**src/rtl/uart_pkg.sv**
```systemverilog
// Shared UART definitions: FSM encoding, oversampling constants, baud divisor lookup
// and the parity helper used by the transmit and receive paths.
package uart_pkg;

    localparam int OVERSAMPLE = 16;
    localparam int DATA_BITS  = 8;
    localparam int DIV_W      = 14;
    localparam int BIT_CNT_W  = 4;
    localparam int IDX_W      = 3;

    typedef enum logic [2:0] {
        IDLE   = 3'd0,
        START  = 3'd1,
        DATA   = 3'd2,
        PARITY = 3'd3,
        STOP   = 3'd4
    } tx_state_e;

    localparam int BAUD_RATE [8] = '{300, 1200, 4800, 9600, 19200, 38400, 57600, 115200};

    // Precomputed round(50 MHz / (16 * baud)) for the common system clock.
    localparam logic [DIV_W-1:0] DIV_50MHZ [8] = '{
        14'd10417, 14'd2604, 14'd651, 14'd326, 14'd163, 14'd81, 14'd54, 14'd27
    };

    function automatic logic [DIV_W-1:0] baud_div(input int clk_hz, input logic [2:0] sel);
        int rate;
        rate = BAUD_RATE[sel];
        return DIV_W'((clk_hz + (rate * OVERSAMPLE) / 2) / (rate * OVERSAMPLE));
    endfunction

    function automatic logic parity_maker(input logic [DATA_BITS-1:0] d);
        return ^d;
    endfunction

endpackage

```
**src/rtl/uart_tx_controller_if.sv**
```systemverilog
// System-side byte interface and serial line of the UART transmitter.
interface uart_tx_controller_if;

    logic       Tx_EN;
    logic       Tx_WR;
    logic [7:0] Tx_DATA;
    logic [2:0] baud_select;
    logic       TxD;
    logic       Tx_BUSY;

    modport master (
        output Tx_EN, Tx_WR, Tx_DATA, baud_select,
        input  TxD, Tx_BUSY
    );

    modport slave (
        input  Tx_EN, Tx_WR, Tx_DATA, baud_select,
        output TxD, Tx_BUSY
    );

endinterface

```
**src/rtl/uart_baud_gen.sv**
```systemverilog
// 16x oversampling baud divider; one-cycle sample_en each time the count wraps.
// Holding clear keeps the count at 0 so a frame starts phase-aligned.
module uart_baud_gen
    import uart_pkg::*;
#(
    parameter int CLK_HZ = 50_000_000
) (
    input  logic       clk,
    input  logic       reset,
    input  logic       clear,
    input  logic [2:0] baud_select,
    output logic       sample_en
);

    logic [DIV_W-1:0] cnt_q, cnt_d;
    logic [DIV_W-1:0] div_val;

    assign div_val   = (CLK_HZ == 50_000_000) ? DIV_50MHZ[baud_select] : baud_div(CLK_HZ, baud_select);
    assign sample_en = !clear && (cnt_q == (div_val - DIV_W'(1)));

    always_comb begin
        cnt_d = cnt_q + DIV_W'(1);
        if (clear || sample_en) begin
            cnt_d = '0;
        end
    end

    always_ff @(posedge clk or negedge reset) begin
        if (!reset) begin
            cnt_q <= '0;
        end else begin
            cnt_q <= cnt_d;
        end
    end

endmodule

```
**src/rtl/uart_tx_controller.sv**
```systemverilog
// UART transmit frame sequencer: start, 8 data bits LSB first, even parity, stop.
// Outputs are registered from the next-state values so they change on the bit edge.
module uart_tx_controller
    import uart_pkg::*;
#(
    parameter int CLK_HZ = 50_000_000
) (
    input  logic                  clk,
    input  logic                  reset,
    uart_tx_controller_if.slave   tx
);

    tx_state_e              state_q, state_d;
    logic [DATA_BITS-1:0]   data_q, data_d;
    logic                   parity_q, parity_d;
    logic [2:0]             baud_q, baud_d;
    logic [IDX_W-1:0]       idx_q, idx_d;
    logic [BIT_CNT_W-1:0]   bitcnt_q, bitcnt_d;
    logic                   txd_q, txd_d;
    logic                   busy_q, busy_d;
    logic                   baud_clear;
    logic                   sample_en;
    logic                   bit_end;

    // Divider is cleared in IDLE and on the cycle enable drops, so aborts leave it at 0.
    assign baud_clear = (state_q == IDLE) || !tx.Tx_EN;
    assign bit_end    = sample_en && (bitcnt_q == BIT_CNT_W'(OVERSAMPLE - 1));

    uart_baud_gen #(.CLK_HZ(CLK_HZ)) u_baud_gen (
        .clk         (clk),
        .reset       (reset),
        .clear       (baud_clear),
        .baud_select (baud_q),
        .sample_en   (sample_en)
    );

    always_ff @(posedge clk or negedge reset) begin
        if (!reset) begin
            state_q  <= IDLE;
            data_q   <= '0;
            parity_q <= 1'b0;
            baud_q   <= '0;
            idx_q    <= '0;
            bitcnt_q <= '0;
            txd_q    <= 1'b1;
            busy_q   <= 1'b0;
        end else begin
            state_q  <= state_d;
            data_q   <= data_d;
            parity_q <= parity_d;
            baud_q   <= baud_d;
            idx_q    <= idx_d;
            bitcnt_q <= bitcnt_d;
            txd_q    <= txd_d;
            busy_q   <= busy_d;
        end
    end

    always_comb begin
        state_d  = state_q;
        data_d   = data_q;
        parity_d = parity_q;
        baud_d   = baud_q;
        idx_d    = idx_q;
        bitcnt_d = sample_en ? bitcnt_q + BIT_CNT_W'(1) : bitcnt_q;
        case (state_q)
            IDLE: begin
                if (tx.Tx_WR && tx.Tx_EN) begin
                    state_d  = START;
                    data_d   = tx.Tx_DATA;
                    baud_d   = tx.baud_select;
                    parity_d = parity_maker(tx.Tx_DATA);
                end
            end
            START: begin
                if (bit_end) begin
                    state_d = DATA;
                    idx_d   = '0;
                end
            end
            DATA: begin
                if (bit_end) begin
                    if (idx_q == IDX_W'(DATA_BITS - 1)) begin
                        state_d = PARITY;
                    end else begin
                        idx_d = idx_q + IDX_W'(1);
                    end
                end
            end
            PARITY: begin
                if (bit_end) begin
                    state_d = STOP;
                end
            end
            STOP: begin
                if (bit_end) begin
                    state_d = IDLE;
                end
            end
            default: state_d = IDLE;
        endcase
        if (!tx.Tx_EN) begin
            state_d = IDLE;
        end
        if (state_d == IDLE) begin
            idx_d    = '0;
            bitcnt_d = '0;
        end
    end

    always_comb begin
        txd_d  = 1'b1;
        busy_d = 1'b1;
        case (state_d)
            IDLE:    busy_d = 1'b0;
            START:   txd_d  = 1'b0;
            DATA:    txd_d  = data_q[idx_d];
            PARITY:  txd_d  = parity_q;
            STOP:    txd_d  = 1'b1;
            default: busy_d = 1'b0;
        endcase
    end

    assign tx.TxD     = txd_q;
    assign tx.Tx_BUSY = busy_q;

endmodule

```
**src/flat_wrapper.sv**
```systemverilog
// flat-port wrapper written by rule: the top's interface ports become plain ports
module uart_tx_controller_flat import uart_pkg::*;
#(
    parameter int CLK_HZ = 50_000_000
)
  (clk, reset, tx_Tx_EN, tx_Tx_WR, tx_Tx_DATA, tx_baud_select, tx_TxD, tx_Tx_BUSY);
  uart_tx_controller_if tx_i ();
  input  logic clk;
  input  logic reset;
  input wire logic [$bits(tx_i.Tx_EN)-1:0] tx_Tx_EN;
  input wire logic [$bits(tx_i.Tx_WR)-1:0] tx_Tx_WR;
  input wire logic [$bits(tx_i.Tx_DATA)-1:0] tx_Tx_DATA;
  input wire logic [$bits(tx_i.baud_select)-1:0] tx_baud_select;
  output wire logic [$bits(tx_i.TxD)-1:0] tx_TxD;
  output wire logic [$bits(tx_i.Tx_BUSY)-1:0] tx_Tx_BUSY;
  assign tx_i.Tx_EN = tx_Tx_EN;
  assign tx_i.Tx_WR = tx_Tx_WR;
  assign tx_i.Tx_DATA = tx_Tx_DATA;
  assign tx_i.baud_select = tx_baud_select;
  assign tx_TxD = tx_i.TxD;
  assign tx_Tx_BUSY = tx_i.Tx_BUSY;
  uart_tx_controller #(.CLK_HZ(CLK_HZ)) u_core (.clk(clk), .reset(reset), .tx(tx_i));
endmodule
```
**config.mk**
```make
export PLATFORM = sky130hd
export DESIGN_NAME = uart_tx_controller_flat
export DESIGN_NICKNAME = d
export VERILOG_FILES = /design/src/rtl/uart_pkg.sv /design/src/rtl/uart_tx_controller_if.sv /design/src/rtl/uart_baud_gen.sv /design/src/rtl/uart_tx_controller.sv /design/src/flat_wrapper.sv
export SDC_FILE = /design/constraint.sdc
export NUM_CORES = 1
export LEC_CHECK = 0
export CAP_MARGIN = 30
export CORE_MARGIN = 3
export CORE_UTILIZATION = 50
export DETAILED_ROUTE_END_ITERATION = 6
export PLACE_DENSITY = 0.81
export SLEW_MARGIN = 5
export SYNTH_ARGS = -nofsm -noshare
export SYNTH_HDL_FRONTEND = slang
export SYNTH_SLANG_ARGS = --single-unit
```
**constraint.sdc**
```tcl
create_clock -name clk -period 3.6 [get_ports clk]
set_input_delay 1.08 -clock clk [delete_from_list [all_inputs] [get_ports clk]]
set_output_delay 1.08 -clock clk [all_outputs]
set_load 0.1 [all_outputs]
```
==> out/metrics.csv, run 1 <==
metric,value,unit
Initial Utilization,53.8,%
largest family of logic cells by synthesized area,simple AND/OR/NAND/NOR gates,
Pins Over Slew Limit,0,
maximum VDD drop,0.222,mV
ys async rst share,100,%
drt pass-1 iters,4,
Routed WL per cell,16.9,µm
Final GP Congestion,0.911,
mux contribution to synthesized area,6.76,%
Slew headroom,42.8,%
H-tree depth,2,
Final Skew,10.7,ps
crit path max fanout,6,
status,finished with violations,
post-synthesis adder-cell area fraction,4.80,%
HPWL after DPL,4690,µm
GRT Overall Usage,20.6,%
Synth cell types,68,
drt drc,0,
yosys warns,0,
total CTS buffers,5,
fraction of layout cells with a size suffix above 1,26.9,%
CTS root buffer,clkbuf_8,
ANT cells,0,
Via density,6.08,
mapped cell area,0.00287,mm²
fill count,402,
Least-Margin Pin Slew,858,ps
"EDFF count, synth",0,
Final period util,101,%
vias in the first global route,2304,
Most used DFF post-synth,dfrtp_1,
Synth Area in XOR/XNOR,10.6,%
clock sink count,38,
leakage,1.41,nW
Final Hold Vio Count,0,
Vias,2552,
register area share after synthesis,33.2,%
slack of the critical path,-41.0,ps
failing checks,negative setup slack,
pin count of the biggest net entering global routing,39,
post-synthesis compound-gate area fraction,13.3,%
post-layout util,67.8,%
f_max,275,MHz
Die Ht,81.8,µm
FP Rows,26,
Worst Hold Class,reg -> reg,
CP arrival,3860,ps
Worst EP required,3820,ps
Routed Wire Length,7110,µm
clock buffer depth,2,
non-filler instance count after layout,420,
post-route total power,1.56,mW
"area leader, netlist",dfrtp_1,
global-route wire length before repair,10800,µm
Avg Inst Size Synth,9.28,µm²
Mapped Nets,335,
drt initial violations,226,
total grt overflow,0,
Layout area overhead,26.1,%
clk_lat worst skew,300,ps
Die W,81.8,µm
area fraction of the dominant cell type after synthesis,32.3,%
dominant cells by area after synthesis,"dfrtp_1 (32%), xnor2_1 (6.4%), ha_1 (4.8%)",
core area,0.00534,mm²
# IOs,17,
RSZ-0062 raised after global routing,true,
CP startpoint kind,flop,
worst setup path class,reg -> reg,
Post-Synth Simple-Gate Area,27.6,%
Layout Nets,375,
CTS Hold Bufs,0,
Placed Instances,401,
post-route ant nets,0,
Port Buffers,16,
max-cap check violation count,0,
clk slew on worst S/H paths,90,ps
antenna violations before repair,0,
Final Setup Violations,8,
CP endpoint kind,flop,
PD cells,432,mW/mm²
CTS tree,yes,
Gate Count Post-Synth,309,
Die ar.,0.00668,mm²
post-route minimum period,3640,ps
Synth Register Bits,38,
through the flow:
| step | area (µm²) | setup slack (ps) | setup TNS (ps) | hold WS [ps] |
|---|---|---|---|---|
| after global placement | 3190 | 37.5 | 0 | 500 |
| after CTS | 3360 | 7.26 | 0 | 521 |
| after detailed placement | 3190 | -69.3 | -69.3 | 501 |
| after floorplan | 2880 | 20.2 | 0 | 473 |
| final | 3620 | -41.0 | -126 | 516 |
| after global routing | 3620 | -190 | -1280 | 535 |
per-layer routing:
metal  share of wire (%)  track usage, %  vias to the layer above
met2                  47            32.2                       91
met5                   0               0                        -
met3                 5.2            2.96                       21
met4                 2.5            6.31                        0
li1                    -               -                     1202
met1                  45            29.4                     1238
final cells by class:
type / instances / area, µm² / area share [%]
clock buffers: 5 / 68.8 / 1.90
clock inverters: 3 / 68.8 / 1.90
inverters: 12 / 47.5 / 1.31
multi-input cells: 247 / 2010 / 55.7
flip-flops and latches: 38 / 952 / 26.3
well taps: 70 / 87.6 / 2.42
repair buffers: 45 / 379 / 10.5
critical path: stages (launching register included):
cell       delay [ps]
dfrtp_1           440
inv_2             140
ha_2              340
nor4b_4           300
nor3_4            100
buf_4             150
or4bb_1           510
a21oi_1           270
a211oi_2          140
nor4b_4           420
buf_4             200
mux2i_1           170
o2111ai_1         130
a31oi_1           170
o2bb2ai_1          90
registers in the layout, summed over array words and instances (netlist names):
register,cells
u_core.bitcnt_q,4
u_core.tx.TxD,1
u_core.tx.Tx_BUSY,1
u_core.parity_q,1
u_core.baud_q,3
u_core.state_q,3
u_core.u_baud_gen.cnt_q,14
u_core.idx_q,3
u_core.data_q,8
synthesized netlist by cell type (3+ instances only):
library cell  count
a21oi_1           8
and2_1            4
and3_1            7
buf_1             3
buf_2             3
clkbuf_1          4
dfrtp_1          37
ha_1             11
inv_1            11
mux2_2           11
mux2i_1           7
nand2_1          26
nand3_1          14
nand4_1           6
nor2_1           31
nor2b_1           5
nor3_1            7
nor3b_1           5
nor4_1            3
o21ai_0          12
or2_2             3
xnor2_1          21
xor2_1           11
cell families after synthesis:
family / after synthesis
adder cells (fa/ha/maj): 11
flip-flops: 38
AO/OA/AOI/OAI: 49
AND/OR/NAND/NOR: 136
XOR/XNOR: 33
buffers and inverters: 24
multiplexers: 18
layout by cell type (no fill, tap or decap), types with 5 or more instances in the layout:
| cell type | Yosys | layout |
|---|---|---|
| xnor2_1 | 21 | 20 |
| a21oi_1 | 8 | 7 |
| clkdlybuf4s50_1 | 0 | 13 |
| nor2_1 | 31 | 31 |
| xor2_1 | 11 | 11 |
| nand3_1 | 14 | 14 |
| mux2_2 | 11 | 11 |
| buf_4 | 1 | 28 |
| nor2b_1 | 5 | 5 |
| nand4_1 | 6 | 6 |
| mux2i_1 | 7 | 6 |
| dfrtp_1 | 37 | 37 |
| o21ai_0 | 12 | 8 |
| ha_1 | 11 | 6 |
| nor3_1 | 7 | 6 |
| and3_1 | 7 | 7 |
| clkbuf_8 | 0 | 5 |
| inv_1 | 11 | 9 |
| nand2_1 | 26 | 26 |
what timing repair did:
action	in CTS	in global routing
setup buffers	1	10
setup endpoints to repair	1	9
hold endpoints to repair	0	0
gates cloned	0	0
pin swaps	2	18
gates resized for setup	3	37
power breakdown:
part           internal [mW]  total [mW]  switching (mW)
combinational          0.281       0.622           0.341
sequential             0.463       0.498          0.0351
clock                  0.278       0.443           0.165
total                   1.02        1.56           0.541
path summary, 6_finish.rpt:
| kind | startpoint | to | slack [ps] | cells after the start |
|---|---|---|---|---|
| max in group asynchronous | reset | u_core.u_baud_gen.cnt_q[12] | 2170 | 1 |
| min reg2reg | u_core.data_q[0] | u_core.data_q[0] | 520 | 1 |
| min | u_core.data_q[0] | u_core.data_q[0] | 520 | 1 |
| max reg2reg | u_core.baud_q[1] | u_core.tx.TxD | -40 | 14 |
| min in group asynchronous | reset | u_core.u_baud_gen.cnt_q[2] | 880 | 1 |
| max | u_core.baud_q[1] | u_core.tx.TxD | -40 | 14 |
Power figures use the tool's default switching activity.
==> inputs of run 2 (changes only) <==
- CAP_MARGIN: 30 -> not set
- CORE_UTILIZATION: 50 -> 54
- PLACE_DENSITY: 0.81 -> 0.86
==> run 2 against run 1 <==
  * The run now ends clean
  * Fmax rose by 1.4%
  * Register-to-register slack improved by 50 ps
  * Largest cell class unchanged
  * First-iteration DRC count grew 46%
  * Via count rose by 1.6%
  * Hold slack gained 7.5 ps
==> out/metrics.csv, run 2 (synthesis results as in run 1) <==
metric,value,unit
pin count of the biggest net entering global routing,39,
post-route ant nets,0,
status,completed,
vias in the first global route,2285,
Post-Route Setup TNS,0,ps
core area,0.00491,mm²
WL met3,472,µm
Final Skew,15.8,ps
f_max,279,MHz
FP Rows,25,
GRT Overall Usage,22.2,%
global-route wire length before repair,10900,µm
clk_lat worst skew,310,ps
Final GP Congestion,0.849,
worst setup path class,reg -> reg,
met2 wire length,3470,µm
Layout area overhead,23.9,%
Worst Hold Class,reg -> reg,
worst r2r src,u_core.baud_q[0],
Via density,6.31,
non-filler instance count after layout,411,
"commonest non-fill, non-tap cell in the layout",dfrtp_1,
drt initial violations,330,
post-route minimum period,3590,ps
CP arrival,3790,ps
# IOs,17,
Routed Wire Length,7280,µm
total CTS buffers,5,
Port Buffers,16,
post-layout util,72.4,%
Worst EP required,3800,ps
RSZ-0062 raised after global routing,true,
H-tree depth,2,
Least-Margin Pin Slew,858,ps
Layout Nets,369,
min-delay src,u_core.data_q[0],
Die Ht,78.9,µm
Top reg by flops,u_core.u_baud_gen.cnt_q,
maximum VDD drop,0.299,mV
Die W,78.9,µm
drt drc,0,
Final period util,99.7,%
Hold Path Cell Cnt,1,
ANT cells,0,
Placed Instances,395,
PD cells,428,mW/mm²
CP endpoint kind,flop,
CTS root buffer,clkbuf_8,
clock buffer depth,2,
Vias,2594,
Worst Reg-to-Reg Cells,13,
top sig layer,met4,
most frequent cells in the layout,"dfrtp_1 (37), nor2_1 (31), nand2_1 (26)",
Initial Utilization,58.4,%
Die ar.,0.00622,mm²
crit path max fanout,11,
clock sink count,38,
Largest regs,"u_core.u_baud_gen.cnt_q (14), u_core.data_q (8), u_core.bitcnt_q (4)",
Slew headroom,42.8,%
clk slew on worst S/H paths,90,ps
final hold slack,524,ps
antenna violations before repair,0,
max-cap check violation count,0,
CTS tree,yes,
Final Hold Vio Count,0,
CP startpoint kind,flop,
worst setup path startpoint,u_core.baud_q[0],
HPWL after DPL,4610,µm
leakage,1.38,nW
drt pass-1 iters,5,
Final Setup Violations,0,
wire length on met1,3180,µm
Pins Over Slew Limit,0,
Routed WL per cell,17.7,µm
fill count,339,
fraction of layout cells with a size suffix above 1,26.7,%
total grt overflow,0,
Largest register FFs,14,
## run 2: cell count changes in the layout (fill, tap and decap cells not counted), moves of 2 or more
cell and delta:
nor3b_4 -2, ha_2 +3, buf_4 -5, nor3b_2 +2
a211oi_4 +2, o21ai_0 +2, a211oi_2 -2, ha_4 -2
## run 2: power by group
| group | switching [mW] | leakage, nW | internal, mW |
|---|---|---|---|
| Sequential | 0.0354 | 0.499 | 0.463 |
| Clock | 0.170 | 0.0683 | 0.278 |
| Combinational | 0.325 | 0.809 | 0.251 |
| Total | 0.530 | 1.38 | 0.991 |
## run 2: worst paths after layout
kind	end	slack, ps
setup reg to reg	u_core.idx_q[2]	10
max in group asynchronous	u_core.u_baud_gen.cnt_q[12]	2170
hold reg to reg	u_core.data_q[0]	520
setup / recovery	u_core.idx_q[2]	10
min in group asynchronous	u_core.baud_q[0]	870
hold / removal	u_core.data_q[0]	520
## run 2: per-layer routing
| metal | GRT usage [%] | up-vias |
|---|---|---|
| met2 | 36.5 | 120 |
| met5 | 0 | - |
| met4 | 6.36 | 0 |
| met1 | 30.1 | 1264 |
| li1 | - | 1185 |
| met3 | 3.97 | 25 |
## run 2: timing repair
action	CTS	global route
pin swaps	4	9
setup buffers	1	7
hold buffers	0	0
setup endpoints to repair	8	9
gates resized for setup	16	23
## run 2: stage by stage
step	setup slack, ps	total power, mW	instance area [µm²]
finish	10.7	1.52	3550
global route	-106	1.59	3550
global placement	94.7	0.955	3170
CTS	0.126	1.45	3390
floorplan	20.2	0.843	2880
detailed placement	-66.0	0.969	3170
## run 2: critical path, cell delays in order, from the launching register on
cell      delay (ps)
dfrtp_1          440
buf_6            170
ha_2             210
and4bb_2         310
o22ai_2          140
or4_4            540
a211oi_4         340
a211oi_4         120
nor4_4           320
buf_4            190
nor4b_4           60
a221oi_4         400
inv_4             80
and2_1           160
## run 2: area by class of cell
cell class              instances  area [µm²]  area share (%)
repair buffers                 39         330            9.30
clock inverters                 3        68.8            1.94
well taps                      67        83.8            2.36
multi-input cells             247        2000            56.3
flip-flops and latches         38         952            26.8
clock buffers                   5        68.8            1.94
inverters                      12        47.5            1.34
